<file path="src/rtl/dice_roll_gen_if.sv">
// Request/result bundle for dice_roll_gen; signal prefixes are from the roller's point of view.
// Optional SUM signal exists only when DICE_SUM_EN is defined.
interface dice_roll_gen_if #(
  parameter int WIDTH  = 7,
  parameter int N_DICE = 2
);
  localparam int SUM_W = WIDTH + $clog2(N_DICE) + 1;

  logic                      i_start;
  logic [WIDTH-1:0]          i_nb_face;
  logic                      i_zero_base;
  logic                      o_busy;
  logic                      o_valid;
  logic                      o_err;
  logic [N_DICE*WIDTH-1:0]   o_result;
`ifdef DICE_SUM_EN
  logic [SUM_W-1:0]          o_sum;

  modport master (output i_start, i_nb_face, i_zero_base,
                  input  o_busy, o_valid, o_err, o_result, o_sum);
  modport slave  (input  i_start, i_nb_face, i_zero_base,
                  output o_busy, o_valid, o_err, o_result, o_sum);
`else
  modport master (output i_start, i_nb_face, i_zero_base,
                  input  o_busy, o_valid, o_err, o_result);
  modport slave  (input  i_start, i_nb_face, i_zero_base,
                  output o_busy, o_valid, o_err, o_result);
`endif
endinterface

</file>
<file path="src/rtl/dice_roll_gen.sv">
// Sequential N_DICE roller: free-running Galois LFSR, range reduction by repeated subtraction.
// Define DICE_SUM_EN to add the o_sum output (total of all dice, updated with o_valid).
module dice_roll_gen #(
  parameter int                WIDTH  = 7,
  parameter int                N_DICE = 2,
  parameter int                LFSR_W = 16,
  parameter logic [LFSR_W-1:0] SEED   = 16'hACE1
)(
  input  logic           i_clk,
  input  logic           i_rst,
  dice_roll_gen_if.slave bus
);
  localparam int ACC_W = WIDTH + 1;
  localparam int IDX_W = (N_DICE > 1) ? $clog2(N_DICE) : 1;
  localparam logic [LFSR_W-1:0] MASK = LFSR_W'(16'hB400);

  localparam logic [2:0] S_IDLE   = 3'd0;
  localparam logic [2:0] S_SAMPLE = 3'd1;
  localparam logic [2:0] S_REDUCE = 3'd2;
  localparam logic [2:0] S_NEXT   = 3'd3;
  localparam logic [2:0] S_DONE   = 3'd4;

  logic [2:0]              r_state;
  logic [LFSR_W-1:0]       r_lfsr;
  logic [WIDTH-1:0]        r_face;
  logic                    r_zb;
  logic [IDX_W-1:0]        r_idx;
  logic [ACC_W-1:0]        r_acc;
  logic                    r_busy;
  logic                    r_valid;
  logic                    r_err;
  logic [N_DICE*WIDTH-1:0] r_result;

  logic [LFSR_W-1:0] w_lfsr_nxt;
  logic [ACC_W-1:0]  w_face_ext;
  logic              w_acc_ge;
  logic [WIDTH-1:0]  w_die_val;
  logic              w_last;
  logic              w_face_ok;

  assign w_lfsr_nxt = r_lfsr[0] ? ((r_lfsr >> 1) ^ MASK) : (r_lfsr >> 1);
  assign w_face_ext = {1'b0, r_face};
  assign w_acc_ge   = (r_acc >= w_face_ext);
  assign w_die_val  = r_acc[WIDTH-1:0] + {{(WIDTH-1){1'b0}}, ~r_zb};
  assign w_last     = (r_idx == IDX_W'(N_DICE - 1));
  assign w_face_ok  = (bus.i_nb_face >= WIDTH'(2));

  always_ff @(posedge i_clk or posedge i_rst) begin
    if (i_rst) r_lfsr <= SEED;
    else       r_lfsr <= w_lfsr_nxt;
  end

  always_ff @(posedge i_clk or posedge i_rst) begin
    if (i_rst) begin
      r_state  <= S_IDLE;
      r_face   <= '0;
      r_zb     <= 1'b0;
      r_idx    <= '0;
      r_acc    <= '0;
      r_busy   <= 1'b0;
      r_valid  <= 1'b0;
      r_err    <= 1'b0;
      r_result <= '0;
    end else begin
      r_valid <= 1'b0;
      r_err   <= 1'b0;
      case (r_state)
        S_IDLE: begin
          if (bus.i_start) begin
            if (w_face_ok) begin
              r_face  <= bus.i_nb_face;
              r_zb    <= bus.i_zero_base;
              r_idx   <= '0;
              r_busy  <= 1'b1;
              r_state <= S_SAMPLE;
            end else begin
              r_err <= 1'b1;
            end
          end
        end
        S_SAMPLE: begin
          r_acc   <= r_lfsr[ACC_W-1:0];
          r_state <= S_REDUCE;
        end
        S_REDUCE: begin
          if (w_acc_ge) begin
            r_acc <= r_acc - w_face_ext;
          end else begin
            r_result[r_idx*WIDTH +: WIDTH] <= w_die_val;
            r_state <= S_NEXT;
          end
        end
        S_NEXT: begin
          if (w_last) begin
            r_busy  <= 1'b0;
            r_valid <= 1'b1;
            r_state <= S_DONE;
          end else begin
            // Later dice sample here directly, keeping each die at 2 + raw/F cycles.
            r_idx   <= r_idx + 1'b1;
            r_acc   <= r_lfsr[ACC_W-1:0];
            r_state <= S_REDUCE;
          end
        end
        S_DONE:  r_state <= S_IDLE;
        default: r_state <= S_IDLE;
      endcase
    end
  end

`ifdef DICE_SUM_EN
  localparam int SUM_W = WIDTH + $clog2(N_DICE) + 1;
  logic [WIDTH-1:0] r_die;
  logic [SUM_W-1:0] r_sum_acc;
  logic [SUM_W-1:0] r_sum;

  always_ff @(posedge i_clk or posedge i_rst) begin
    if (i_rst) begin
      r_die     <= '0;
      r_sum_acc <= '0;
      r_sum     <= '0;
    end else begin
      if (r_state == S_IDLE && bus.i_start && w_face_ok)
        r_sum_acc <= '0;
      if (r_state == S_REDUCE && !w_acc_ge)
        r_die <= w_die_val;
      if (r_state == S_NEXT) begin
        if (w_last) r_sum     <= r_sum_acc + SUM_W'(r_die);
        else        r_sum_acc <= r_sum_acc + SUM_W'(r_die);
      end
    end
  end

  assign bus.o_sum = r_sum;
`endif

  assign bus.o_busy   = r_busy;
  assign bus.o_valid  = r_valid;
  assign bus.o_err    = r_err;
  assign bus.o_result = r_result;
endmodule

</file>
<file path="src/flat_wrapper.sv">
// flat-port wrapper written by rule: the top's interface ports become plain ports
module dice_roll_gen_flat 
#(
  parameter int                WIDTH  = 7,
  parameter int                N_DICE = 2,
  parameter int                LFSR_W = 16,
  parameter logic [LFSR_W-1:0] SEED   = 16'hACE1
)
  (i_clk, i_rst, bus_i_start, bus_i_nb_face, bus_i_zero_base, bus_o_busy, bus_o_valid, bus_o_err, bus_o_result);
  dice_roll_gen_if #(.WIDTH(WIDTH), .N_DICE(N_DICE)) bus_i ();
  input  logic i_clk;
  input  logic i_rst;
  input wire logic [$bits(bus_i.i_start)-1:0] bus_i_start;
  input wire logic [$bits(bus_i.i_nb_face)-1:0] bus_i_nb_face;
  input wire logic [$bits(bus_i.i_zero_base)-1:0] bus_i_zero_base;
  output wire logic [$bits(bus_i.o_busy)-1:0] bus_o_busy;
  output wire logic [$bits(bus_i.o_valid)-1:0] bus_o_valid;
  output wire logic [$bits(bus_i.o_err)-1:0] bus_o_err;
  output wire logic [$bits(bus_i.o_result)-1:0] bus_o_result;
  assign bus_i.i_start = bus_i_start;
  assign bus_i.i_nb_face = bus_i_nb_face;
  assign bus_i.i_zero_base = bus_i_zero_base;
  assign bus_o_busy = bus_i.o_busy;
  assign bus_o_valid = bus_i.o_valid;
  assign bus_o_err = bus_i.o_err;
  assign bus_o_result = bus_i.o_result;
  dice_roll_gen #(.WIDTH(WIDTH), .N_DICE(N_DICE), .LFSR_W(LFSR_W), .SEED(SEED)) u_core (.i_clk(i_clk), .i_rst(i_rst), .bus(bus_i));
endmodule
</file>
<file path="config.mk">
export PLATFORM = sky130hd
export DESIGN_NAME = dice_roll_gen_flat
export DESIGN_NICKNAME = d
export VERILOG_FILES = /design/src/rtl/dice_roll_gen_if.sv /design/src/rtl/dice_roll_gen.sv /design/src/flat_wrapper.sv
export SDC_FILE = /design/constraint.sdc
export NUM_CORES = 1
export LEC_CHECK = 0
export ABC_AREA = 1
export CAP_MARGIN = 20
export CORE_MARGIN = 2
export CORE_UTILIZATION = 56
export DETAILED_ROUTE_END_ITERATION = 8
export GPL_TIMING_DRIVEN = 0
export PLACE_DENSITY = 0.89
export SYNTH_ARGS = -nofsm -noshare
export SYNTH_HDL_FRONTEND = slang
export SYNTH_SLANG_ARGS = --single-unit
</file>
<file path="constraint.sdc">
create_clock -name i_clk -period 2.8 [get_ports i_clk]
set_input_delay 0.42 -clock i_clk [delete_from_list [all_inputs] [get_ports i_clk]]
set_output_delay 0.42 -clock i_clk [all_outputs]
set_load 0.05 [all_outputs]
</file>
# --- Word-level counts from Yosys, hierarchy flattened ---
# Index checks and enable logic that the tools add are counted.
# Widths: inputs -> output; s select.
word_totals:
  reg_bits: 53
  elab_cells: 63
classes:
  add_sub_neg: 4
  multipliers: 1
  magnitude_cmp: 2
  eq_ne: 9
  shift: 2
  muxes: 23
  bitwise_logic: 3
  reduce_logical: 9
ops:
  columns: ["cell", "count"]
  rows:
  - ["$neg 4->34", 1]
  - ["$shift 7x34->14 const A", 1]
  - ["$shiftx 7x34->14", 1]
  - ["$pmux 8 s3", 1]
  - ["$mux 16", 1]
  - ["$mux 8", 2]
  - ["$bwmux 14", 1]
  - ["$mux 3", 4]
  - ["$pmux 3 s4", 1]
  - ["$reduce_and 3->1", 4]
  - ["$mux 1", 11]
  - ["$ge 8x7->1", 1]
  - ["$sub 8x7->8", 1]
  - ["$add 7x1->7", 1]
  - ["$ge 7x2->1 const B", 1]
  - ["$eq 3x2->1 const B", 2]
  - ["$ne 2x1->1 const B", 3]
  - ["$ne 2x2->1 const B", 3]
  - ["$mul 1x3->4 const B", 1]
  - ["$not 3->4", 1]
  - ["$pmux 1 s2", 2]
  - ["$reduce_and 4->1", 1]
  - ["$eq 3x1->1 const B", 1]
  - ["$logic_not 3->1", 1]
  - ["5 further kinds", 6]

# --- Logic depth before layout (Yosys ltp) ---
logic_depth:
  depth_word: 4
  mapped_depth: 14
  depth_no_buf: 14

# --- Worst setup path after synthesis ---
# Ideal clock, no wire load.
synth_path:
  path_type: "register to register"
  start: "register u_core.r_acc[0]"
  end: "register u_core.r_acc[1]"
  setup_time_ns: 0.123
  arrival_ns: 1.794
  path_slack_ns: 0.883
  path_stages_with_launch: 15
  cell_sequence: "dfrtp_1 inv_1 ha_1 fa_1 inv_1 nand2_1 nand2_1 nand2_2 nand2_2 nand2_2 nand3_4 nand2_4 buf_12 nand2_2 o21ai_2"
synth_via:
  elab_chain_len: 3
  word_cells_on_any_way: 6
  classes_between: "add/sub (1); order compare (1); eq/ne (1); mux (2); reduce/logical (1)"
synth_rtl:
  columns: ["item", "line", "rtl"]
  rows:
  - ["from (decl)", "dice_roll_gen.sv:28", "logic [ACC_W-1:0] r_acc;"]
  - ["from (signal assigned)", "dice_roll_gen.sv:82", "r_acc <= r_lfsr[ACC_W-1:0];"]
  - ["from (signal assigned)", "dice_roll_gen.sv:87", "r_acc <= r_acc - w_face_ext;"]
  - ["from (signal assigned)", "dice_roll_gen.sv:101", "r_acc <= r_lfsr[ACC_W-1:0];"]
  - ["$sub 8x7->8 / $ge 8x7->1 (equally long branches)", "dice_roll_gen.sv:87, dice_roll_gen.sv:43", null]
  - ["$mux 8 / $ne 2x1->1 (equally long branches)", null, null]
  - ["$pmux 8 s3 / $reduce_and 3->1 (equally long branches)", null, null]
# Several ways; a longest one is shown, not always the timed one. The select of a mux whose other input is x is not followed.
# A chain may end at the register's enable or synchronous reset.

# --- Final worst setup path ---
# Same ends and word-level chain as after synthesis.

==> flow_summary.toml <==
[setup_path]
r2r_start = "u_core.r_acc[0]"
path_cells = "inv_1 > ha_1 > fa_1 > inv_1 > nand2_1 > nand2_1 > nand2_2 > nand2_2 > nand2_2 > nand3_4 > nand2_4 > buf_12 > nand2_2 > o21ai_2"
crit_path_end_kind = "flop"
crit_required_ns = 3.00
cp_common_cell = "nand2_2"
critical_path.max_fanout = 10
crit_type = "reg2reg"
reg2reg_to = "u_core.r_acc[1]"
critPathSlowestCell = "dfrtp_1"
cpPeakStageDelay_ns = 0.39
reg2reg_slack_ns = 0.65
worst-path-buf-inv = 3
r2r_cells = 14
cp_top_family = "simple AND/OR/NAND/NOR gates"
critPathArrivalTime_ns = 2.35
start_kind = "flop"

[timing]
finalCriticalPeriod_ns = 2.152
drv_slew = 0
fin_hold_ws_ns = 0.3622
final-hold-violation-count = 0
rsz0062_at_grt = "false"
max_freq_mhz = 464.7
tightestPinTransition_ns = 0.5741
setup_slack_ns = 0.6482
setup_viol = 0
slew-limit-headroom_pct = 61.67
period_share_pct = 76.85
finalSetupTns_ns = 0
finalClockSkew_ns = 0.005678

[yosys]
synth_compound_area_share_pct = 9.439
synth-xor-area-share_pct = 2.033
synth.area.mux_share_pct = 0
synth-simple-area-share_pct = 25.41
yosysTopAreaCell = "dfrtp_1"
syn_nets = 303
synth_top_family_by_area = "simple AND/OR/NAND/NOR gates"
synth_commonest_cells = "nand2_1 (83), dfrtp_1 (45), inv_1 (30)"
synth.area.top_cells = "dfrtp_1 (44%), nand2_1 (12%), dfstp_2 (8.1%)"
ys_warn_count = 0
async_reset_ff_share_pct = 100.0
ys.flop_type = "dfrtp_1"
ys_seq_area_share_pct = 51.69
yosysTopAreaCellShare_pct = 43.56
ys_ff_latch = 53
synthAdderAreaFrac_pct = 5.131
syn_inst = 282
synth.distinct_cells = 30
yosysMostFrequentCell = "nand2_1"
post_synth.cell_area_avg_um2 = 9.167
synth_edf_count = 0
synthesis.area_um2 = 2585

[clock_network]
ctsLongestPathBuffers = 2
tritoncts = "yes"
postCtsSetupBuffers = 0
cts_sinks = 53
hold_buffers = 0
htree_levels = 2
clkTransAtPathRegs_ns = 0.09
post_cts_resize_count = 0
cts_root_buffer = "clkbuf_8"
numCtsBuffers = 5
clock_latency_ns = 0.30

[placed_design]
place_ws_ns = 0.7158
hpwlAfterDp_mm = 3.789
place.gp.congestion = 0.8842
io_buffers = 27

[floorplanning]
core_region_area_um2 = 4414
die_y_um = 71.94
pin_count = 28
dieArea_um2 = 5175
start_util_pct = 58.56
std_cell_rows = 24
die_w_um = 71.94

[run]
cap_violations = 0

[power]
p_int_mw = 2.028
leakagePower_nw = 1.553
max-vdd-ir-drop_uv = 579.3
seqPwrFrac_pct = 29.8
switching_share_pct = 47.32
clockPowerShare_pct = 13.3
p_per_area_nw_per_um2 = 1261
p_sw_mw = 1.822
p_comb_share_pct = 56.9

[finish]
nNetsFinal = 338
regArea_um2 = 1336
antenna_cells = 0
multiInputGateArea_um2 = 1086
drive_gt1_share_pct = 18.55
syn2layout_area_growth_pct = 18.10
fill_cells = 346

[hold_path]
worstHoldEndpoint = "u_core.r_lfsr[11]"
min_from = "u_core.r_lfsr[12]"
hold_depth = 0
hp-class = "reg2reg"

[drt]
ant_nets = 0
viasPerCell = 5.265
routed_wl_mm = 4.981
vias = 1948
drc = 0
drtPass1Iterations = 4
wl_per_cell_um = 13.46
drt_iter0_drc = 73

[outcome]
outcome = "finished clean"

[global_route]
gr-total-overflow = 0
track_usage_pct = 22.03
grt_max_degree = 29
grt_antenna_before_repair = 0
first_global_vias = 1988
grt_pass1_wl_mm = 8.859
==> how the worst max path moves through the flow <==
stage,depth (start not counted),endpoint,start
2_1_floorplan,14,u_core.r_acc[1],u_core.r_acc[0]
3_3_place_gp,2,u_core.bus.o_result[4],i_rst
3_5_place_dp,14,u_core.r_acc[1],u_core.r_acc[0]
4_1_cts,14,u_core.r_acc[0],u_core.r_acc[0]
5_1_grt,14,u_core.r_acc[0],u_core.r_acc[0]
6_report,14,u_core.r_acc[1],u_core.r_acc[0]
==> worst register-to-register path: cells and delay by family (launching register included) <==
kind / cells / cell delay, ns
DFF: 1 / 0.39
adders and majority gates: 2 / 0.60
buffers and inverters: 3 / 0.30
and+or+nand+nor: 8 / 0.72
AOI/OAI and AO/OA: 1 / 0.05
==> registers in the layout (all words and copies together), names as in the netlist <==
register,count
u_core.bus.o_busy,1
u_core.bus.o_err,1
u_core.bus.o_result,14
u_core.bus.o_valid,1
u_core.r_acc,8
u_core.r_face,7
u_core.r_idx,1
u_core.r_lfsr,16
u_core.r_state,3
u_core.r_zb,1
==> power groups by stage <==
stage / clock network [mW] / logic (mW) / registers [mW]
floorplan: 0 / 1.34 / 1.46
detailed placement: 0 / 2.16 / 1.16
global placement: 0 / 2.10 / 1.15
finish: 0.511 / 2.19 / 1.15
global route: 0.556 / 2.44 / 1.17
CTS: 0.526 / 2.19 / 1.15
==> layer usage <==
layer  track usage, %  wire [um]
met2            38.17       2544
met4            7.757        124
met1            27.69       2149
met5                0          0
met3            4.306        162
==> cells in the final DEF (no fill, tap or decap), drive strengths merged, types with 2 or more instances in the layout <==
| master | count |
|---|---|
| nand2 | 95 |
| dfrtp | 45 |
| inv | 31 |
| o21ai | 29 |
| clkdlybuf4s50 | 27 |
| nor2 | 19 |
| nand3 | 12 |
| ha | 9 |
| dfstp | 8 |
| xor2 | 6 |
| clkbuf | 6 |
| buf | 6 |
| a21oi | 5 |
| nand4 | 4 |
| nand3b | 4 |
| or2 | 3 |
| nor3 | 2 |
| a31oi | 2 |
==> metrics by stage <==
stage / util [%] / instance area, um^2 / total power, mW / std cells
2_1_floorplan: - / 2585 / 2.805 / 282
3_3_place_gp: 66.16 / 2920 / 3.246 / 361
3_5_place_dp: 66.61 / 2940 / 3.326 / 362
4_1_cts: 69.16 / 3053 / 3.870 / 370
5_1_grt: 69.16 / 3053 / 4.169 / 370
6_report: 69.16 / 3053 / 3.849 / 370
==> area by class of cell <==
class                   count  area share (%)
inverters                  30           3.689
well taps                  52           2.131
clock inverters             3           1.434
plain buffers               6           1.639
flip-flops and latches     53           43.77
clock buffers               5           2.254
multi-input cells         193           35.57
repair buffers             28           9.508
==> cell families after synthesis <==
kind of cell | count (synthesis)
and+or+nand+nor | 140
xor gates and xnor gates | 6
AOI/OAI and AO/OA | 37
DFF | 53
buffers and inverters | 36
adders and majority gates | 10
(Power assumes the default switching activity.)
